==> src/rtl/bus_arbiter2.sv <==
// -----------------------------------------------------------------------------
// bus_arbiter2
//
// Round-robin arbiter and controller for a 2:1 shared-bus multiplexer. Two
// requesters compete for one DATA_W-bit bus. A registered state machine owns
// the grant and the mux select. A burst counter lets an owner keep the bus for
// at most MAX_BURST consecutive cycles while the other side is waiting.
//
// Ports
//   clk        system clock, rising-edge active
//   reset      asynchronous active-high reset
//   req0/req1  bus requests, held high for the whole transfer
//   in0/in1    requester data, kept stable while granted
//   gnt0/gnt1  registered grants, mutually exclusive
//   sel        registered mux select (0 = in0, 1 = in1)
//   bus_out    granted input, or 0 when no one owns the bus
//   bus_valid  gnt0 | gnt1
// -----------------------------------------------------------------------------
module bus_arbiter2 #(
    parameter int DATA_W    = 16,
    parameter int MAX_BURST = 4      // legal range 2..15
) (
    input  logic              clk,
    input  logic              reset,
    input  logic              req0,
    input  logic              req1,
    input  logic [DATA_W-1:0] in0,
    input  logic [DATA_W-1:0] in1,
    output logic              gnt0,
    output logic              gnt1,
    output logic              sel,
    output logic [DATA_W-1:0] bus_out,
    output logic              bus_valid
);

    localparam int               CNT_W   = $clog2(MAX_BURST);
    localparam logic [CNT_W-1:0] CNT_MAX = CNT_W'(MAX_BURST - 1);

    typedef enum logic [1:0] {
        IDLE = 2'd0,
        OWN0 = 2'd1,
        OWN1 = 2'd2
    } state_t;

    state_t           state_reg, state_next;
    logic [CNT_W-1:0] count_reg, count_next;
    logic             last_served_reg, last_served_next;
    logic             at_limit;

    always_ff @(posedge clk or posedge reset) begin
        if (reset) begin
            state_reg       <= IDLE;
            count_reg       <= '0;
            last_served_reg <= 1'b1;   // requester 0 wins the first tie
        end else begin
            state_reg       <= state_next;
            count_reg       <= count_next;
            last_served_reg <= last_served_next;
        end
    end

    // The owner has used up its burst once the counter reaches MAX_BURST-1.
    assign at_limit = (count_reg == CNT_MAX);

    always_comb begin
        state_next       = state_reg;
        count_next       = count_reg;
        last_served_next = last_served_reg;

        case (state_reg)
            IDLE: begin
                if (req0 && req1)
                    state_next = last_served_reg ? OWN0 : OWN1;
                else if (req0)
                    state_next = OWN0;
                else if (req1)
                    state_next = OWN1;
            end
            OWN0: begin
                // Dropping the request hands over directly, with no idle bubble.
                if (!req0)
                    state_next = req1 ? OWN1 : IDLE;
                else if (req1 && at_limit)
                    state_next = OWN1;
            end
            OWN1: begin
                if (!req1)
                    state_next = req0 ? OWN0 : IDLE;
                else if (req0 && at_limit)
                    state_next = OWN0;
            end
            default: state_next = IDLE;
        endcase

        // The counter restarts on any state change. Otherwise it counts owned
        // cycles and saturates. A late contender therefore sees an immediate
        // preemption if the owner has already run its full burst.
        if (state_next != state_reg)
            count_next = '0;
        else if (state_reg != IDLE && !at_limit)
            count_next = count_reg + CNT_W'(1);

        if (state_next == OWN0 && state_reg != OWN0)
            last_served_next = 1'b0;
        else if (state_next == OWN1 && state_reg != OWN1)
            last_served_next = 1'b1;
    end

    assign gnt0      = (state_reg == OWN0);
    assign gnt1      = (state_reg == OWN1);
    assign sel       = (state_reg == OWN1);
    assign bus_valid = gnt0 | gnt1;

    // AND-OR mux. The grants are one-hot or zero, so bus_out is 0 when idle.
    genvar gi;
    generate
        for (gi = 0; gi < DATA_W; gi++) begin : g_bus_mux
            assign bus_out[gi] = (gnt0 & in0[gi]) | (gnt1 & in1[gi]);
        end
    endgenerate

endmodule

==> config.mk <==
export PLATFORM = sky130hd
export DESIGN_NAME = bus_arbiter2
export DESIGN_NICKNAME = d
export VERILOG_FILES = /design/src/rtl/bus_arbiter2.sv
export SDC_FILE = /design/constraint.sdc
export NUM_CORES = 1
export LEC_CHECK = 0
export ABC_AREA = 1
export ABC_CLOCK_PERIOD_IN_PS = 3700
export CAP_MARGIN = 30
export CORE_MARGIN = 2
export CORE_UTILIZATION = 33
export CTS_BUF_LIST = sky130_fd_sc_hd__clkbuf_8
export DETAILED_ROUTE_END_ITERATION = 12
export MAX_ROUTING_LAYER = met4
export PLACE_DENSITY_LB_ADDON = 0.1
export SLEW_MARGIN = 0
export SYNTH_ARGS = -nofsm -noshare
export SYNTH_HDL_FRONTEND = slang
export SYNTH_SLANG_ARGS = --single-unit
==> constraint.sdc <==
create_clock -name clk -period 3.7 [get_ports clk]
set_clock_uncertainty 0.2 [all_clocks]
set_input_delay 0.74 -clock clk [delete_from_list [all_inputs] [get_ports clk]]
set_output_delay 0.74 -clock clk [all_outputs]
set_load 0.01 [all_outputs]
==> After elaboration in Yosys (flattened, before gate mapping) <==
Index checks and enable logic that the tools add are counted.
{ "totals": {"ff_bits": 5, "out_inout_bits": 20, "wordCells": 87} }
{ "op_classes": {"add_sub_neg": 1, "n_eq_ne": 8, "mux": 15, "bitwise": 49, "n_reduce_logical": 11} }
{ "op_table": {"columns": ["operator", "n"], "rows": [
  ["1-bit AND", 32],
  ["2-bit two-way mux", 11],
  ["1-bit OR", 17],
  ["2-bit == test (second input constant)", 3],
  ["1-bit logical AND", 6],
  ["2-bit one-hot mux with 3 select lines", 1],
  ["2-bit nonzero test", 3],
  ["2-bit by 1-bit == test with 1-bit output (second input constant)", 2],
  ["1-bit two-way mux", 3],
  ["2-bit by 1-bit adder with 2-bit output (second input constant)", 1],
  ["2-bit logical NOT", 1],
  ["2-bit by 1-bit != test with 1-bit output (second input constant)", 1],
  ["2-bit != test", 1],
  ["2-bit != test (second input constant)", 1],
  ["1-bit logical NOT", 1]
]} }

==> Longest topological paths before layout <==
Gate-level depths: netlist of run 1.
{ "logic_depth": {"word_depth": 9, "depth_mapped": 12} }

==> Worst setup path after synthesis of run 1 <==
Ideal clock, no wire load.
{ "synth_timing": {"path_type": "register -> output", "start": "reg state_reg[1]", "end": "out bus_out[0]", "arrival_ps": 1414, "t_required_ps": 2760, "setup_slack_ps": 1346, "path_stages_with_launch": 6, "n_path_buf": 2, "cell_sequence": "dfrtp_1 > inv_1 > ha_1 > buf_2 > buf_1 > a22o_1"} }
{ "synth_via": {"elab_chain_cells": 3, "elab_cells_between_ends": 5, "classes_between": "eq/ne (2); bitwise (3)"} }
{ "synth_lines": {"columns": ["item", "line", "rtl"], "rows": [
  ["start, declared", "45", "state_t state_reg, state_next;"],
  ["start signal, assigned", "56", "state_reg <= state_next;"],
  ["2-bit by 1-bit == test with 1-bit output", "109", "assign gnt0 = (state_reg == OWN0);"],
  ["via gnt0", "29", "output logic gnt0,"],
  ["1-bit AND", "118", "assign bus_out[gi] = (gnt0 & in0[gi]) | (gnt1 & in1[gi]);"],
  ["1-bit OR", "118", null],
  ["end, declared", "32", "output logic [DATA_W-1:0] bus_out,"]
]} }
The timed path passes the listed nets, and every way through them passes these cells.

==> Worst setup path after layout of run 1 <==
{ "layout_timing": {"start": "reg state_reg[0]", "end": "out bus_out[4]"} }
{ "layout_via": {"elab_chain_cells": 3, "elab_cells_between_ends": 5, "classes_between": "eq/ne (2); bitwise (3)"} }
{ "layout_lines": {"columns": ["item", "line"], "rows": [
  ["2-bit by 1-bit == test with 1-bit output / 2-bit == test (equally long branches)", "109, 110"],
  ["1-bit AND", "118"],
  ["1-bit OR *", "118"]
]} }
Mark *: on every way between the ends. The rest lies on a longest branch, timed or not.

==> run summary, run 1 <==
The run finished with clean final reports. The share of final-layout standard cells stronger than drive strength 1 is under 10%. During synthesis, Yosys emitted a total of 0 warnings.

The worst vdd rail ir drop is between 0.5 and 0.6 mV. The via total after detailed routing came out at about 750. The count of input and output buffers came out at 55. Setup repair after global routing left no endpoint under its margin. The standard cell core area came out at between 1500 and 2000 um2. The effective utilization at floorplan is about 34%.

The tool flagged a number of max-cap violations equal to 0. The first global-routing pass estimated 3.02 mm of wire. The share of cell area taken by muxes after synthesis came out at 1.73%.

The detailed router finished its first iteration with 11 violations. The post-synthesis instance area is ~580 um2. Dividing the detail-routed via count by the number of cells gives 4.94. The measured slew at the worst slew-check pin is 0.695 ns. TritonCTS built the clock tree. The number of antenna violations at the first check in global routing came to 0. The post-route antenna net violation count is 0.

The net count after synthesis came out at 121. The clock buffer count from CTS came out at 3. The number of filler instances in the final layout is 139. After synthesis, the netlist uses 18 different library cells. Summing the areas of all compound-gate instances in the mapped netlist gives between 20% and 30% of the synthesized area.

The pin count of the biggest net entering global routing came out at 21. The multi-input combinational cells in the finished layout cover a total of ~380 um2. The total I/O pin count came out at 56. In this run the static leakage power is 0.537 nW. The worst setup path is launched from a flop. The routed design could run at a clock period as short as ~3.2 ns. The clock latency of the later-clocked register in the worst-skew pair is ~0.22 ns. The weighted congestion reported at the end of routability-driven placement is roughly 0.9. By area, the combinational part of the netlist is dominated by simple AND/OR/NAND/NOR gates.

The number of slew-limit violations in the final report is 0. The slowest cell on the critical path is ha_1. The total routed wirelength is about 2.1 mm. The first detailed-routing pass took 4 iterations. The sequential share of the synthesized area is 21.9%. The maximum clock insertion buffer count is 2.

The buffer type at the clock tree root is clkbuf_8. The per-instance average area after synthesis is a little over 7 um2. The part of the cycle the worst path needs is 85.3%. The clock slew at the register clock pins of the worst setup and hold paths came out at 0.03 ns.

The data required time at the worst endpoint came out at between 2 and 3 ns. The worst relative slew slack came out at between 50% and 60%. The worst stage delay on the critical path came out at 0.62 ns.

The critical path is of the flop to output pin type. The number of levels the H-tree was split into came out at 1. The internal power came out at approximately 0.46 mW.

The number of sinks on the clock net came out at 5. The number of buffers inserted to repair setup after CTS is 0. The worst-case hold slack is 0.264 ns. The part of the power in combinational logic is roughly three quarters. The row count came out at 15. The post-route setup TNS came out at 0 ns.

The post-detailed-placement half-perimeter wirelength is about 1.7 mm. The area fraction in and, or, nand and nor cells after synthesis came out at between 20% and 30%. The final layout contains around 180 nets. The number of global-route vias before repair came to 639. Walking the worst path, the cells encountered are inv_1 > ha_1 > a22o_1 > clkdlybuf4s50_1. The antenna diode count is 0. The total count of hold-check failures in the final report came out at 0. The arrival time at the worst endpoint is approximately 2.2 ns.

The die height came out at between 40 and 50 um. Global routing used between 20% and 30% of the available tracks across all layers. The post-cts resize count is 0. The floorplan die width is 45.9 um. The net switching share of the total power came out at 40.6%. The tightest min-delay check is of the flop to flop type. Counting flops and latches in the post-synthesis netlist gives 5. The relative contribution of sequential cells to total power is a little over an eighth. The capturing element type of the critical path is an output pin.

The sequential cell area came out at ~130 um2. The area growth from synthesis to layout is 101%. Together, buffers and inverters on the worst path number 2. The adder and majority cell fraction of the synthesized area is 10.8%.

Among cell families on the critical path, the largest total delay comes from buffers and inverters. The critical-path maximum fanout came out at 20. The xor and xnor fraction of the mapped netlist area is between 1.5 and 2%. The total congestion overflow came out at 0. The design draws between 0.7 and 0.8 mW. The die covers around 2100 um2. The highest attainable clock frequency is roughly 320 MHz. Counting every instance in the synthesized netlist gives 80. The average routed wire per standard cell is 13.8 um. The clock network fraction of design power came out at between 10% and 20%. After detailed routing, the number of remaining DRC violations is 0. The switching power came out at roughly 0.31 mW. The power density over cell area came out at about 660 nW/um2. The setup-violating endpoint count in the final report came out at 0. For this design, the CTS-stage hold fixing added 0 buffers.
==> cells in the mapped netlist <==
master / count / area share, %
dfstp_2: 1 / 4.5
buf_6: 1 / 1.9
nand4_1: 2 / 2.2
clkbuf_1: 1 / 0.65
inv_1: 10 / 6.5
buf_4: 1 / 1.3
nor2_1: 8 / 5.2
mux2i_1: 1 / 1.7
nand2_1: 18 / 12
ha_1: 5 / 11
buf_2: 1 / 0.86
a22o_1: 16 / 24
nand3_1: 7 / 6.1
nand3_2: 1 / 1.7
dfrtp_1: 4 / 17
nand2_2: 1 / 1.1
xnor2_1: 1 / 1.5
buf_1: 1 / 0.65
==> layout make-up <==
cell class,instances,area share (%)
clock buffers,3,3.55
clock inverters,1,0.323
repair buffers,55,47.3
inverters,10,3.23
flip-flops and latches,5,10.9
multi-input cells,60,32.9
well taps,17,1.83
==> power groups by stage <==
| stage | combinational [mW] | sequential (mW) | clock [mW] |
|---|---|---|---|
| floorplan | 0.334 | 0.0978 | 0 |
| global placement | 0.566 | 0.101 | 0 |
| detailed placement | 0.574 | 0.104 | 0 |
| CTS | 0.575 | 0.103 | 0.101 |
| global route | 0.629 | 0.108 | 0.101 |
| finish | 0.571 | 0.104 | 0.0983 |
==> layout by cell type (no fill, tap or decap), drive strengths merged, types with 2 or more instances in the layout <==
master         instances
ha                     5
nor2                   8
nand2                 19
dfrtp                  4
nand3                  8
clkbuf                 3
nand4                  2
a22o                  16
clkdlybuf4s50         55
inv                   11
==> path summary, 6_finish.rpt <==
path	start	endpoint	slack (ns)	depth (start not counted)
max	state_reg[0]$_DFF_PP0_	bus_out[4]	0.54	4
max in group asynchronous	reset	last_served_reg$_DFFE_PP1P_	2.56	2
min reg2reg	last_served_reg$_DFFE_PP1P_	last_served_reg$_DFFE_PP1P_	0.26	2
min in group asynchronous	reset	count_reg[1]$_DFFE_PP0P_	0.51	2
max reg2reg	state_reg[0]$_DFF_PP0_	count_reg[1]$_DFFE_PP0P_	1.41	11
min	last_served_reg$_DFFE_PP1P_	last_served_reg$_DFFE_PP1P_	0.26	2
==> per-layer routing <==
metal	global-route usage [%]	wire [um]	part of all wire [%]
met1	25.8	856	41
met2	30.8	919	44
met3	5.56	263	13
met4	13.1	40	1.9
met5	-	0	0
==> stage by stage <==
step	instances	util, %	instance area (um2)	worst slack (ns)
finish	151	68.9	1160	0.545
global route	151	68.9	1160	0.372
CTS	151	68.9	1160	0.547
detailed placement	147	66.2	1120	0.782
global placement	147	66.2	1120	0.827
floorplan	80	-	578	1.35
==> cells by family (layout without fill, tap and decap cells) <==
logic type,Yosys count,after routing
and+or+nand+nor,37,37
AOI/OAI and AO/OA,16,16
xor gates and xnor gates,1,1
adders and majority gates,5,5
buffers and inverters,15,69
muxes,1,1
DFF,5,5
==> worst min-delay path, cell delays in order, from the launching register on <==
cell,delay (ns)
dfstp_2,0.36
nand2_1,0.05
nand2_1,0.04
Note: power is estimated with default switching activity, not from simulation.
==> run 2: changes to the inputs <==
--- a/config.mk
+++ b/config.mk
@@ -6,10 +6,10 @@
 export NUM_CORES = 1
 export LEC_CHECK = 0
 export ABC_AREA = 1
-export ABC_CLOCK_PERIOD_IN_PS = 3700
+export ABC_CLOCK_PERIOD_IN_PS = 3300
 export CAP_MARGIN = 30
 export CORE_MARGIN = 2
-export CORE_UTILIZATION = 33
+export CORE_UTILIZATION = 30
 export CTS_BUF_LIST = sky130_fd_sc_hd__clkbuf_8
 export DETAILED_ROUTE_END_ITERATION = 12
 export MAX_ROUTING_LAYER = met4
==> constraint.sdc (replaced) <==
create_clock -name clk -period 3.3 [get_ports clk]
set_clock_uncertainty 0.2 [all_clocks]
set_input_delay 0.66 -clock clk [delete_from_list [all_inputs] [get_ports clk]]
set_output_delay 0.66 -clock clk [all_outputs]
set_load 0.02 [all_outputs]
==> run summary, run 2 (synthesis gave the netlist of run 1 again) <==
The flow ran to the end, and the final reports show no timing, DRC or antenna violations. The critical-path maximum fanout is 20. The pin count of the biggest net entering global routing came out at 21. The net count of the finished layout is approximately 180.

The depth of the worst register-to-register path is 12. STA classifies the critical path startpoint as a flop. The number of antenna violations at the first check in global routing came out at 0. Max-cap violations in this run came to 0. In this run the register-to-register setup slack is about 1.3 ns. The antenna diode count came out at 0.

STA puts the critical path data required time at around 2.4 ns. The leading cell type in the layout, fill and taps excluded is clkdlybuf4s50_1. The worst pin sits at a relative slew slack of 83.5%.

Input and output buffers added on the ports amount to 55. The count of unresolved DRC violations after routing is 0. The measured slew at the worst slew-check pin is roughly 0.25 ns.

The total count of hold-check failures in the final report came out at 0. The post-route setup TNS came out at 0 ns. The CTS tree is yes.

The number of iterations in the first detailed-routing pass is 4. In this run, the number of DRC markers left after iteration 0 of detailed routing was 22. The clock buffer count from CTS is 3. The post-route antenna net violation count came out at 0.

Row generation in the floorplan step produced 15 rows. The number of buffers inserted to repair setup after CTS is 0. After legalization and detailed placement, the total HPWL measured roughly 1.8 mm. The effective utilization at floorplan is 32.8%. The weighted congestion reported at the end of routability-driven placement came out at ~0.89. Power spread over the standard cell area amounts to ~810 nW/um2. The first-pass GRT wire length is ~3.2 mm. The clock slew at the register clock pins of the worst setup and hold paths came out at roughly 0.04 ns. The via total after detailed routing came out at 790. The core occupancy in the finished layout is 67.4%. The clock latency of the later-clocked register in the worst-skew pair is about 0.22 ns. After routing the design area is roughly 1200 um2. The arrival time at the worst endpoint is ~2.0 ns. The capturing element type of the critical path is an output pin. The total overflow left after global routing is 0. Dividing the final minimum period by the clock period gives slightly below 90%. The worst-case IR drop observed on VDD is about 0.8 mV. The end point of the critical path is bus_out[2]. The critical path startpoint is state_reg[0]$_DFF_PP0_.

The per-cell via count in the routed design is 4.91. The class of the most critical hold timing path is flop to flop. The number of slew-limit violations in the final report was 0.

The critical path in this run is classified as flop to output pin. The die height is 47.9 um. The highest attainable clock frequency came out at about 350 MHz. Counting along the longest clock path gives a buffer depth of 2. In this run the number of H-tree levels came out at 1. The power consumption came out at ~0.96 mW. For this design, the CTS-stage hold fixing added 0 buffers. The number of standard cells in the final layout excluding fillers came out at about 160.

The floorplan die width is 47.9 um. The endpoint identified for the worst register-to-register timing path is count_reg[1]$_DFFE_PP0P_. Setup repair after global routing left no endpoint under its margin. In the layout the commonest cells are clkdlybuf4s50_1 (55), nand2_1 (18), a22o_1 (16). For this design the static power due to leakage is about 0.55 nW. The sequential cell area came out at 126 um2.

The number of global-route vias before repair came to 728. The routed design has 2.16 mm of wire. Once placement completed, the tool counted placed cells totaling 157. The overall global routing resource usage came out at around 21%.

Counting the fill cells in the layout gives 158. The setup-violating endpoint count in the final report came out at 0. The number of sinks on the clock net is 5.

In this run, post-CTS repair resized a total of 0 instances. For this design the top-level I/O count stands at between 50 and 60. The placed instances occupy a cell area of around 1100 um2. Dividing the detail-routed wire length by the instance count gives approximately 13 um. The area of the die came out at 2290 um2.

The buffer type at the clock tree root is clkbuf_8. The standard cell core area came out at between 1500 and 2000 um2. The setup slack at placement is roughly 0.56 ns. The share of final-layout standard cells stronger than drive strength 1 came out at 5.88%. The multi-input combinational cell area came out at approximately 380 um2.

The startpoint identified for the worst register-to-register timing path is state_reg[0]$_DFF_PP0_. The clock period could shrink to between 2 and 3 ns. The slack of the critical path came out at around 0.42 ns.

The area growth from synthesis to layout came out at 106%. The worst-case hold slack came out at 0.265 ns.
-- run 2: changes by cell type in the layout (fill, tap and decap cells not counted) --
cell / delta
buf_4: +2
-- run 2: per-layer routing --
metal,global-route usage [%],vias up,wire length [um]
met5,-,-,0
met4,9.73,0,27
met3,4.91,2,261
met2,35.5,43,975
met1,24.4,361,893
li1,-,384,-
-- run 2: cell type report --
type	count	area share, %
Inverter	10	3.16
Clock inverter	1	0.316
Tap cell	25	2.63
Multi-Input combinational cell	60	32.2
Sequential cell	5	10.6
Timing Repair Buffer	57	47.6
Clock buffer	3	3.47
-- run 2: worst min-delay path by stage --
stage | slack, ns | to | from | depth (start not counted)
finish | 0.27 | last_served_reg$_DFFE_PP1P_ | last_served_reg$_DFFE_PP1P_ | 2
global route | 0.28 | last_served_reg$_DFFE_PP1P_ | last_served_reg$_DFFE_PP1P_ | 2
CTS | 0.27 | last_served_reg$_DFFE_PP1P_ | last_served_reg$_DFFE_PP1P_ | 2
detailed placement | 0.26 | last_served_reg$_DFFE_PP1P_ | last_served_reg$_DFFE_PP1P_ | 2
global placement | 0.26 | last_served_reg$_DFFE_PP1P_ | last_served_reg$_DFFE_PP1P_ | 2
floorplan | 0.24 | count_reg[0]$_DFFE_PP0P_ | reset | 1
-- run 2: power by group --
part	internal (mW)	leakage [nW]	switching (mW)
combinational	0.352	0.457	0.382
clock	0.0798	0.0269	0.0308
sequential	0.0908	0.0631	0.0265
total	0.523	0.547	0.439
-- run 2: worst max-delay path, stage by stage, from the launching register on --
cell	delay (ns)
dfrtp_1	0.44
inv_1	0.17
ha_1	0.16
buf_4	0.22
a22o_1	0.17
clkdlybuf4s50_1	0.62
